==> src/rtl/cpu_mem_pkg.sv <==
// Shared types and helpers for the CPU memory responder.
package cpu_mem_pkg;

  localparam int unsigned WORD_W = 32;
  localparam int unsigned SEL_W  = 4;

  typedef enum logic [1:0] {
    StIdle,
    StAccess,
    StDone
  } state_e;

  // Zero every byte lane whose select bit is clear.
  function automatic logic [WORD_W-1:0] byte_mask(input logic [SEL_W-1:0]  sel,
                                                  input logic [WORD_W-1:0] data);
    logic [WORD_W-1:0] masked;
    for (int i = 0; i < SEL_W; i++) begin
      masked[8*i +: 8] = sel[i] ? data[8*i +: 8] : 8'h00;
    end
    return masked;
  endfunction

endpackage

==> src/rtl/cpu_mem_responder_if.sv <==
// Request/response bus between the CPU request unit (master) and the memory responder (slave).
interface cpu_mem_responder_if;
  import cpu_mem_pkg::*;

  logic              read_to_mem;
  logic              write_to_mem;
  logic [SEL_W-1:0]  sel_to_mem;
  logic [31:0]       adr_to_mem;
  logic [WORD_W-1:0] data_to_mem;
  logic              mem_busy;
  logic [WORD_W-1:0] data_from_mem;

  modport master (
    output read_to_mem,
    output write_to_mem,
    output sel_to_mem,
    output adr_to_mem,
    output data_to_mem,
    input  mem_busy,
    input  data_from_mem
  );

  modport slave (
    input  read_to_mem,
    input  write_to_mem,
    input  sel_to_mem,
    input  adr_to_mem,
    input  data_to_mem,
    output mem_busy,
    output data_from_mem
  );

endinterface

==> src/rtl/cpu_mem_responder.sv <==
// Single-outstanding-request responder driving a word-addressed synchronous SRAM with wait states.
module cpu_mem_responder
  import cpu_mem_pkg::*;
#(
  parameter int unsigned ADDR_W      = 10,
  parameter logic [31:0] BASE_ADDR   = 32'h0000_0000,
  parameter int unsigned WAIT_CYCLES = 2
) (
  input  logic               clk,
  input  logic               nRst,
  cpu_mem_responder_if.slave bus,
  output logic               sram_en,
  output logic               sram_we,
  output logic [SEL_W-1:0]   sram_wmask,
  output logic [ADDR_W-1:0]  sram_addr,
  output logic [WORD_W-1:0]  sram_wdata,
  input  logic [WORD_W-1:0]  sram_rdata
);

  localparam logic [3:0] WaitLoad = 4'(WAIT_CYCLES);

  state_e             r_state;
  logic [3:0]         r_cnt;
  logic               r_write;
  logic [SEL_W-1:0]   r_sel;
  logic               r_in_range;
  logic [WORD_W-1:0]  r_rdata;
  logic               r_sram_en;
  logic               r_sram_we;
  logic [SEL_W-1:0]   r_sram_wmask;
  logic [ADDR_W-1:0]  r_sram_addr;
  logic [WORD_W-1:0]  r_sram_wdata;

  logic               w_req;
  logic               w_write;
  logic [32:0]        w_off;
  logic               w_in_range;

  assign w_req   = bus.read_to_mem | bus.write_to_mem;
  // A simultaneous read and write is treated as a write.
  assign w_write = bus.write_to_mem;

  // 33-bit offset so addresses below BASE_ADDR land far out of range instead of wrapping.
  assign w_off      = {1'b0, bus.adr_to_mem} - {1'b0, BASE_ADDR};
  assign w_in_range = w_off < (33'd1 << (ADDR_W + 2));

  always_ff @(posedge clk or negedge nRst) begin
    if (!nRst) begin
      r_state      <= StIdle;
      r_cnt        <= 4'd0;
      r_write      <= 1'b0;
      r_sel        <= '0;
      r_in_range   <= 1'b0;
      r_rdata      <= '0;
      r_sram_en    <= 1'b0;
      r_sram_we    <= 1'b0;
      r_sram_wmask <= '0;
      r_sram_addr  <= '0;
      r_sram_wdata <= '0;
    end else begin
      case (r_state)
        StIdle: begin
          r_rdata <= '0;
          if (w_req) begin
            r_write      <= w_write;
            r_sel        <= bus.sel_to_mem;
            r_in_range   <= w_in_range;
            r_cnt        <= WaitLoad;
            r_sram_en    <= w_in_range;
            r_sram_we    <= w_write;
            r_sram_wmask <= w_write ? bus.sel_to_mem : '0;
            r_sram_addr  <= w_off[ADDR_W+1:2];
            r_sram_wdata <= bus.data_to_mem;
            r_state      <= StAccess;
          end
        end
        StAccess: begin
          if (r_cnt == 4'd0) begin
            r_rdata      <= (r_write || !r_in_range) ? '0 : byte_mask(r_sel, sram_rdata);
            r_sram_en    <= 1'b0;
            r_sram_we    <= 1'b0;
            r_sram_wmask <= '0;
            r_state      <= StDone;
          end else begin
            r_cnt <= r_cnt - 4'd1;
          end
        end
        StDone: begin
          // Requester advances this cycle; its next request is only seen back in idle.
          r_rdata <= '0;
          r_state <= StIdle;
        end
        default: begin
          r_rdata <= '0;
          r_state <= StIdle;
        end
      endcase
    end
  end

  // Busy must rise combinationally with the request so the requester stalls immediately.
  assign bus.mem_busy      = (r_state == StIdle) ? w_req : (r_state == StAccess);
  assign bus.data_from_mem = r_rdata;

  assign sram_en    = r_sram_en;
  assign sram_we    = r_sram_we;
  assign sram_wmask = r_sram_wmask;
  assign sram_addr  = r_sram_addr;
  assign sram_wdata = r_sram_wdata;

endmodule
==> src/flat_wrapper.sv <==
// flat-port wrapper written by rule: the top's interface ports become plain ports
module cpu_mem_responder_flat import cpu_mem_pkg::*;
#(
  parameter int unsigned ADDR_W      = 10,
  parameter logic [31:0] BASE_ADDR   = 32'h0000_0000,
  parameter int unsigned WAIT_CYCLES = 2
)
  (clk, nRst, sram_en, sram_we, sram_wmask, sram_addr, sram_wdata, sram_rdata, bus_read_to_mem, bus_write_to_mem, bus_sel_to_mem, bus_adr_to_mem, bus_data_to_mem, bus_mem_busy, bus_data_from_mem);
  cpu_mem_responder_if bus_i ();
  input  logic clk;
  input  logic nRst;
  output logic sram_en;
  output logic sram_we;
  output logic [SEL_W-1:0] sram_wmask;
  output logic [ADDR_W-1:0] sram_addr;
  output logic [WORD_W-1:0] sram_wdata;
  input  logic [WORD_W-1:0] sram_rdata;
  input wire logic [$bits(bus_i.read_to_mem)-1:0] bus_read_to_mem;
  input wire logic [$bits(bus_i.write_to_mem)-1:0] bus_write_to_mem;
  input wire logic [$bits(bus_i.sel_to_mem)-1:0] bus_sel_to_mem;
  input wire logic [$bits(bus_i.adr_to_mem)-1:0] bus_adr_to_mem;
  input wire logic [$bits(bus_i.data_to_mem)-1:0] bus_data_to_mem;
  output wire logic [$bits(bus_i.mem_busy)-1:0] bus_mem_busy;
  output wire logic [$bits(bus_i.data_from_mem)-1:0] bus_data_from_mem;
  assign bus_i.read_to_mem = bus_read_to_mem;
  assign bus_i.write_to_mem = bus_write_to_mem;
  assign bus_i.sel_to_mem = bus_sel_to_mem;
  assign bus_i.adr_to_mem = bus_adr_to_mem;
  assign bus_i.data_to_mem = bus_data_to_mem;
  assign bus_mem_busy = bus_i.mem_busy;
  assign bus_data_from_mem = bus_i.data_from_mem;
  cpu_mem_responder #(.ADDR_W(ADDR_W), .BASE_ADDR(BASE_ADDR), .WAIT_CYCLES(WAIT_CYCLES)) u_core (.clk(clk), .nRst(nRst), .bus(bus_i), .sram_en(sram_en), .sram_we(sram_we), .sram_wmask(sram_wmask), .sram_addr(sram_addr), .sram_wdata(sram_wdata), .sram_rdata(sram_rdata));
endmodule
==> config.mk <==
export PLATFORM = sky130hd
export DESIGN_NAME = cpu_mem_responder_flat
export DESIGN_NICKNAME = d
export VERILOG_FILES = /design/src/rtl/cpu_mem_pkg.sv /design/src/rtl/cpu_mem_responder_if.sv /design/src/rtl/cpu_mem_responder.sv /design/src/flat_wrapper.sv
export SDC_FILE = /design/constraint.sdc
export NUM_CORES = 1
export LEC_CHECK = 0
export BUFFER_PORTS_ARGS = -buffer_cell sky130_fd_sc_hd__buf_4
export CAP_MARGIN = 5
export CORE_MARGIN = 4
export CORE_UTILIZATION = 48
export CTS_CLUSTER_SIZE = 30
export DETAILED_ROUTE_END_ITERATION = 16
export PLACE_DENSITY = 0.84
export SLEW_MARGIN = 5
export SYNTH_ARGS = -nofsm -noshare
export SYNTH_HDL_FRONTEND = slang
export SYNTH_SLANG_ARGS = --single-unit
export TNS_END_PERCENT = 30
==> constraint.sdc <==
create_clock -name clk -period 4 [get_ports clk]
set_input_delay 0.2 -clock clk [delete_from_list [all_inputs] [get_ports clk]]
set_output_delay 0.2 -clock clk [all_outputs]
set_load 0.02 [all_outputs]
==> impl_metrics.json, run 1 <==
{
  "synthTopCellsByArea": "dfrtp_1 64%, nand2_1 15%, a22o_1 4.9%, a22o_2 3.9%, buf_6 1.6%",
  "clock_power_share_pct": 19.6,
  "powerDensity_nw_per_um2": 675.1,
  "cap_violations": 0,
  "drive_above_1_share_pct": 42.72,
  "dpl_worst_slack_ns": 1.797,
  "drt-pass1-iter-count": 4,
  "wl_per_cell_um": 15.29,
  "top_layer": "met4",
  "vias_per_cell": 4.997,
  "ctsHtreeMaxLevel": 3,
  "synth_top_cell_by_area": "dfrtp_1",
  "core_um2": 7253,
  "cts_num_sinks": 92,
  "critical_path_buf_inv_count": 0,
  "grt_pass1_vias": 3089,
  "worst_slack_ns": 1.817,
  "p_int_mw": 2.141,
  "port_buffers": 182,
  "ir_worst_vdd_v": 0.0004147,
  "fmax_mhz": 458.1,
  "slowest_stage": "o21a_2",
  "hpwlAfterDp_mm": 6.860,
  "clk_latency_ns": 0.35,
  "r2r-start": "u_core.r_state[0]",
  "fin_cells": 614,
  "placed_area_um2": 4980,
  "yosysWarnings": 0,
  "rsz0062_at_grt": "false",
  "setup-tns-final_ns": 0,
  "grt_start_max_net_pins": 93,
  "worstHoldStart": "bus_data_to_mem[8]",
  "diodes": 0,
  "period_minus_slack_ns": 2.183,
  "wl_met1_mm": 3.790,
  "leakage_nw": 2.886,
  "drtIter0Drc": 90,
  "crit_path_start_kind": "register",
  "ys.flop_type": "dfrtp_1",
  "p_sw_mw": 1.373,
  "dieArea_um2": 8889,
  "drc": 0,
  "ys_seq_area_share_pct": 64.43,
  "ioPinCount": 185,
  "arrival_ns": 2.41,
  "relSlewSlack_pct": 25.44,
  "clock_path_buffers": 2,
  "grt_usage_pct": 21.68,
  "syn_area_per_cell_um2": 10.70,
  "cts_root_buf": "clkbuf_8",
  "setup.worst_path.start": "u_core.r_state[0]",
  "critPathTopFamily": "compound AO/OA/AOI/OAI gates",
  "hold_path_class": "in2reg",
  "post-route-util_pct": 71.76,
  "area_growth_pct": 45.66,
  "cp.required_ns": 4.23,
  "cts_inserted_buffers": 9,
  "synthArstFlopShare_pct": 100.0,
  "nets": 616,
  "outcome": "finished clean",
  "worstPathMaxFanout": 51,
  "grt_pass1_wl_mm": 14.88,
  "clock_skew_ns": 0.01447,
  "post-route-cell-area_um2": 5205,
  "hold_ws_ns": 0.03459,
  "met2_length_mm": 4.496,
  "rows": 31,
  "cts_setup_buffers": 0,
  "synth_edf_count": 0,
  "endpoint_kind": "register",
  "place.gp.congestion": 0.7396,
  "start_util_pct": 49.27,
  "mostFrequentLayoutCell": "buf_4",
  "cts_resized": 0,
  "cts.clk_slew.worst_paths_ns": 0.10,
  "setup_viol": 0,
  "finalHoldViolCount": 0,
  "layout_common_cells": "184 x buf_4, 146 x nand2_1, 92 x dfrtp_1",
  "syn-num-nets": 440,
  "yosysTopAreaCellShare_pct": 64.43,
  "synthesis.instances": 334,
  "power_mw": 3.514,
  "die_h_um": 94.28,
  "cpMostUsedCell": "nor2_1",
  "ys_seq_elements": 92,
  "cp_slowest_stage_delay_ns": 0.81,
  "cts_tree": "built",
  "cts_hold_buf": 0,
  "die_w_um": 94.28,
  "cp_cell_sequence": "nor2_1, o21a_2, nor2_1, a32o_1",
  "grt-ovfl-total": 0,
  "seqPwrFrac_pct": 39.1,
  "vias": 3068,
  "yosysUniqueCellTypes": 29,
  "met3_length_mm": 1.019,
  "critical_path_class": "reg2reg",
  "slew_viol_final": 0,
  "dp.cells": 598,
  "swShare_pct": 39.06,
  "antenna_found_initial": 0,
  "post-route-period-util_pct": 54.58,
  "ant_nets": 0,
  "drt_wl_total_mm": 9.387,
  "tightest_slew_ns": 1.118,
  "netlist_area_um2": 3573,
  "power_frac_comb_pct": 41.3
}
-- cell usage after synthesis (2+ instances only) --
| master | count |
|---|---|
| buf_2 | 2 |
| dfrtp_1 | 92 |
| and3_1 | 4 |
| buf_1 | 3 |
| nor2_1 | 4 |
| nand2_1 | 146 |
| a21o_1 | 2 |
| nor4_1 | 5 |
| clkbuf_1 | 9 |
| a22o_1 | 20 |
| a21oi_1 | 2 |
| ha_1 | 2 |
| a22o_2 | 14 |
| o21ai_0 | 3 |
| nand4_1 | 3 |
| mux2i_1 | 2 |
| inv_1 | 5 |
| buf_6 | 5 |
-- logic make-up after synthesis --
logic type / Yosys count / synth area share, %
adder cells (fa/ha/maj): 2 / 0.7002
multiplexers: 2 / 0.5602
buffers and inverters: 24 / 3.641
AND/OR/NAND/NOR: 168 / 19.61
AO/OA/AOI/OAI: 46 / 11.06
flip-flops: 92 / 64.43
-- registers in the layout (all words and copies together) (netlist names) --
name and flops:
u_core.r_cnt 4, u_core.sram_en 1, u_core.r_in_range 1, u_core.sram_wdata 32, u_core.sram_addr 10, u_core.r_write 1
u_core.sram_we 1, u_core.r_sel 4, u_core.sram_wmask 4, u_core.bus.data_from_mem 32, u_core.r_state 2
-- routing by layer --
| layer | vias up | global-route usage, % |
|---|---|---|
| li1 | 1454 | - |
| met1 | 1453 | 27.13 |
| met2 | 152 | 35.70 |
| met3 | 9 | 7.131 |
| met4 | 0 | 6.739 |
| met5 | - | 0 |
-- path summary, 6_finish.rpt --
| check | to | slack, ns | depth (start not counted) |
|---|---|---|---|
| hold / removal | u_core.sram_wdata[8] | 0.03 | 3 |
| setup reg to reg | u_core.sram_wmask[2] | 1.82 | 4 |
| max in group asynchronous | u_core.sram_addr[9] | 3.22 | 1 |
| min in group asynchronous | u_core.bus.data_from_mem[8] | 0.06 | 1 |
| setup / recovery | u_core.sram_wmask[2] | 1.82 | 4 |
| hold reg to reg | u_core.r_sel[1] | 0.48 | 2 |
-- layout make-up --
type / count / area (um^2)
multi-input combinational: 218 / 1154
clock buffer: 10 / 137.6
timing repair buffer: 184 / 1381
sequential: 92 / 2302
clock inverter: 6 / 87.58
fill: 538 / 2048
inverter: 5 / 18.77
tap: 99 / 123.9
-- power by group through the flow --
stage | combinational, mW | sequential [mW] | clock (mW)
6_report | 1.45 | 1.37 | 0.688
5_1_grt | 1.60 | 1.41 | 0.740
4_1_cts | 1.47 | 1.37 | 0.695
3_5_place_dp | 1.47 | 1.38 | 0
3_3_place_gp | 1.43 | 1.37 | 0
2_1_floorplan | 0.574 | 1.65 | 0
-- worst reg2reg max path, delay by kind of cell (launching register included) --
| family | cells | cell delay, ns |
|---|---|---|
| AND/OR/NAND/NOR | 2 | 0.58 |
| AO/OA/AOI/OAI | 2 | 1.07 |
| flip-flops | 1 | 0.41 |
No activity file was read; power rests on OpenSTA's default activity.
==> run 2, diff against run 1 <==
--- a/config.mk
+++ b/config.mk
@@ -8,10 +8,10 @@
 export BUFFER_PORTS_ARGS = -buffer_cell sky130_fd_sc_hd__buf_4
 export CAP_MARGIN = 5
 export CORE_MARGIN = 4
-export CORE_UTILIZATION = 48
+export CORE_UTILIZATION = 45
 export CTS_CLUSTER_SIZE = 30
 export DETAILED_ROUTE_END_ITERATION = 16
-export PLACE_DENSITY = 0.84
+export PLACE_DENSITY = 0.8
 export SLEW_MARGIN = 5
 export SYNTH_ARGS = -nofsm -noshare
 export SYNTH_HDL_FRONTEND = slang
==> constraint.sdc (replaced) <==
create_clock -name clk -period 2.1 [get_ports clk]
set_input_delay 0.105 -clock clk [delete_from_list [all_inputs] [get_ports clk]]
set_output_delay 0.105 -clock clk [all_outputs]
set_load 0.02 [all_outputs]
==> impl_metrics.json, run 2 (same netlist as run 1, synthesis figures left out) <==
{
  "cp.required_ns": 2.38,
  "port_buffers": 182,
  "cp.depth": 5,
  "drt_wl_total_mm": 11.95,
  "drt-pass1-iter-count": 4,
  "critPathCapture": "u_core.bus.data_from_mem[30]",
  "regToRegSetupSlack_ns": 0.32,
  "post-route-cell-area_um2": 6033,
  "slew_viol_final": 0,
  "nets": 700,
  "vias_per_cell": 5.063,
  "drc": 0,
  "post-route-period-util_pct": 84.67,
  "dieArea_um2": 9430,
  "antenna_found_initial": 0,
  "layout_common_cells": "188 x buf_4, 146 x nand2_1, 92 x dfrtp_1",
  "setup_viol": 0,
  "rsz0062_at_grt": "false",
  "leakage_nw": 3.240,
  "arrival_ns": 2.06,
  "hold_path_class": "in2reg",
  "ioPinCount": 185,
  "r2r-start": "u_core.r_cnt[0]",
  "worstPathMaxFanout": 8,
  "place.gp.congestion": 0.9144,
  "die_w_um": 97.11,
  "cap_violations": 0,
  "cp_cell_sequence": "inv_1, ha_1, nor4b_4, and3_1, a22o_2",
  "endpoint_kind": "register",
  "grt_usage_pct": 26.15,
  "start_util_pct": 46.24,
  "critical_path_class": "reg2reg",
  "hpwlAfterDp_mm": 7.278,
  "grt_start_max_net_pins": 52,
  "grt_pass1_wl_mm": 19.66,
  "cts_root_buf": "clkbuf_8",
  "critical_path_buf_inv_count": 1,
  "placed_area_um2": 5034,
  "cts.clk_slew.worst_paths_ns": 0.09,
  "nFillCells": 448,
  "critPathTopFamily": "simple AND/OR/NAND/NOR gates",
  "clock_skew_ns": 0.01139,
  "cts_num_sinks": 92,
  "clock_path_buffers": 2,
  "grt_pass1_vias": 3835,
  "outcome": "finished clean",
  "r2r_cells": 5,
  "tightest_slew_ns": 0.6756,
  "fmax_mhz": 562.4,
  "period_minus_slack_ns": 1.778,
  "wl_per_cell_um": 17.05,
  "drtIter0Drc": 132,
  "crit_path_start_kind": "register",
  "clk_latency_ns": 0.34,
  "setup-tns-final_ns": 0,
  "drive_above_1_share_pct": 37.56,
  "ant_nets": 0,
  "vias": 3549,
  "r2r_end": "u_core.bus.data_from_mem[30]",
  "mostFrequentLayoutCell": "buf_4",
  "relSlewSlack_pct": 54.96,
  "area_growth_pct": 68.84,
  "finalHoldViolCount": 0,
  "cp_slowest_stage_delay_ns": 0.44,
  "cts_tree": "built",
  "setup.worst_path.start": "u_core.r_cnt[0]",
  "ctsHtreeMaxLevel": 3,
  "core_um2": 7727,
  "grt-ovfl-total": 0,
  "ir_worst_vdd_v": 0.0009209,
  "slowest_stage": "and3_1",
  "rows": 32,
  "powerDensity_nw_per_um2": 1134,
  "cts_inserted_buffers": 9,
  "diodes": 0,
  "die_h_um": 97.11
}
-- run 2: cell types whose count changed in the layout (fill, tap and decap cells not counted), sizes merged --
cell and change:
bufinv -1, dlygate4sd3 +79, clkinv +1, buf +5
clkinvlp -1, inv +1
-- run 2: layout make-up --
class	instances	area (um^2)	area share, %
Clock buffer	10	137.6	2.281
Clock inverter	6	71.32	1.182
Inverter	5	18.77	0.3111
Multi-Input combinational cell	218	1154	19.12
Sequential cell	92	2302	38.16
Tap cell	102	127.6	2.115
Timing Repair Buffer	268	2222	36.83
-- run 2: layer usage --
| layer | vias up | track usage (%) | part of all wire, % |
|---|---|---|---|
| li1 | 1628 | - | - |
| met1 | 1700 | 30.04 | 38 |
| met2 | 191 | 43.84 | 49 |
| met3 | 30 | 9.117 | 9.8 |
| met4 | 0 | 12.10 | 3.5 |
| met5 | - | 0 | 0 |
-- run 2: worst min-delay path by stage --
stage	slack, ns	end	cells past startpoint	startpoint
floorplan	-0.19	u_core.bus.data_from_mem[0]	0	nRst
global placement	0.18	u_core.bus.data_from_mem[3]	1	nRst
detailed placement	0.18	u_core.bus.data_from_mem[3]	1	nRst
CTS	0.003	u_core.bus.data_from_mem[13]	2	sram_rdata[13]
global route	0.07	u_core.sram_we	2	bus_write_to_mem
finish	0.1	u_core.sram_we	2	bus_write_to_mem
-- run 2: timing repair --
item / in CTS / in global routing
hold buffers: 78 / 1
buffers inserted: 0 / 0
hold endpoints to repair: 126 / 1
resized for setup: 0 / 0
-- run 2: metrics by stage --
| step | total power [mW] | hold slack [ns] | instances | util (%) | setup WS [ns] |
|---|---|---|---|---|---|
| after floorplan | 4.230 | -0.1906 | 334 | - | 0.6429 |
| after global placement | 5.397 | 0.1810 | 606 | 65.14 | 0.4114 |
| after detailed placement | 5.493 | 0.1825 | 606 | 65.14 | 0.3544 |
| after CTS | 6.835 | 0.002507 | 700 | 77.95 | 0.3357 |
| after global routing | 7.277 | 0.07366 | 701 | 78.08 | 0.2011 |
| final | 6.844 | 0.09548 | 701 | 78.08 | 0.3219 |
-- run 2: where the power goes --
group / switching (mW) / internal, mW
Sequential: 0.323 / 2.30
Clock: 0.624 / 0.591
Combinational: 1.79 / 1.21
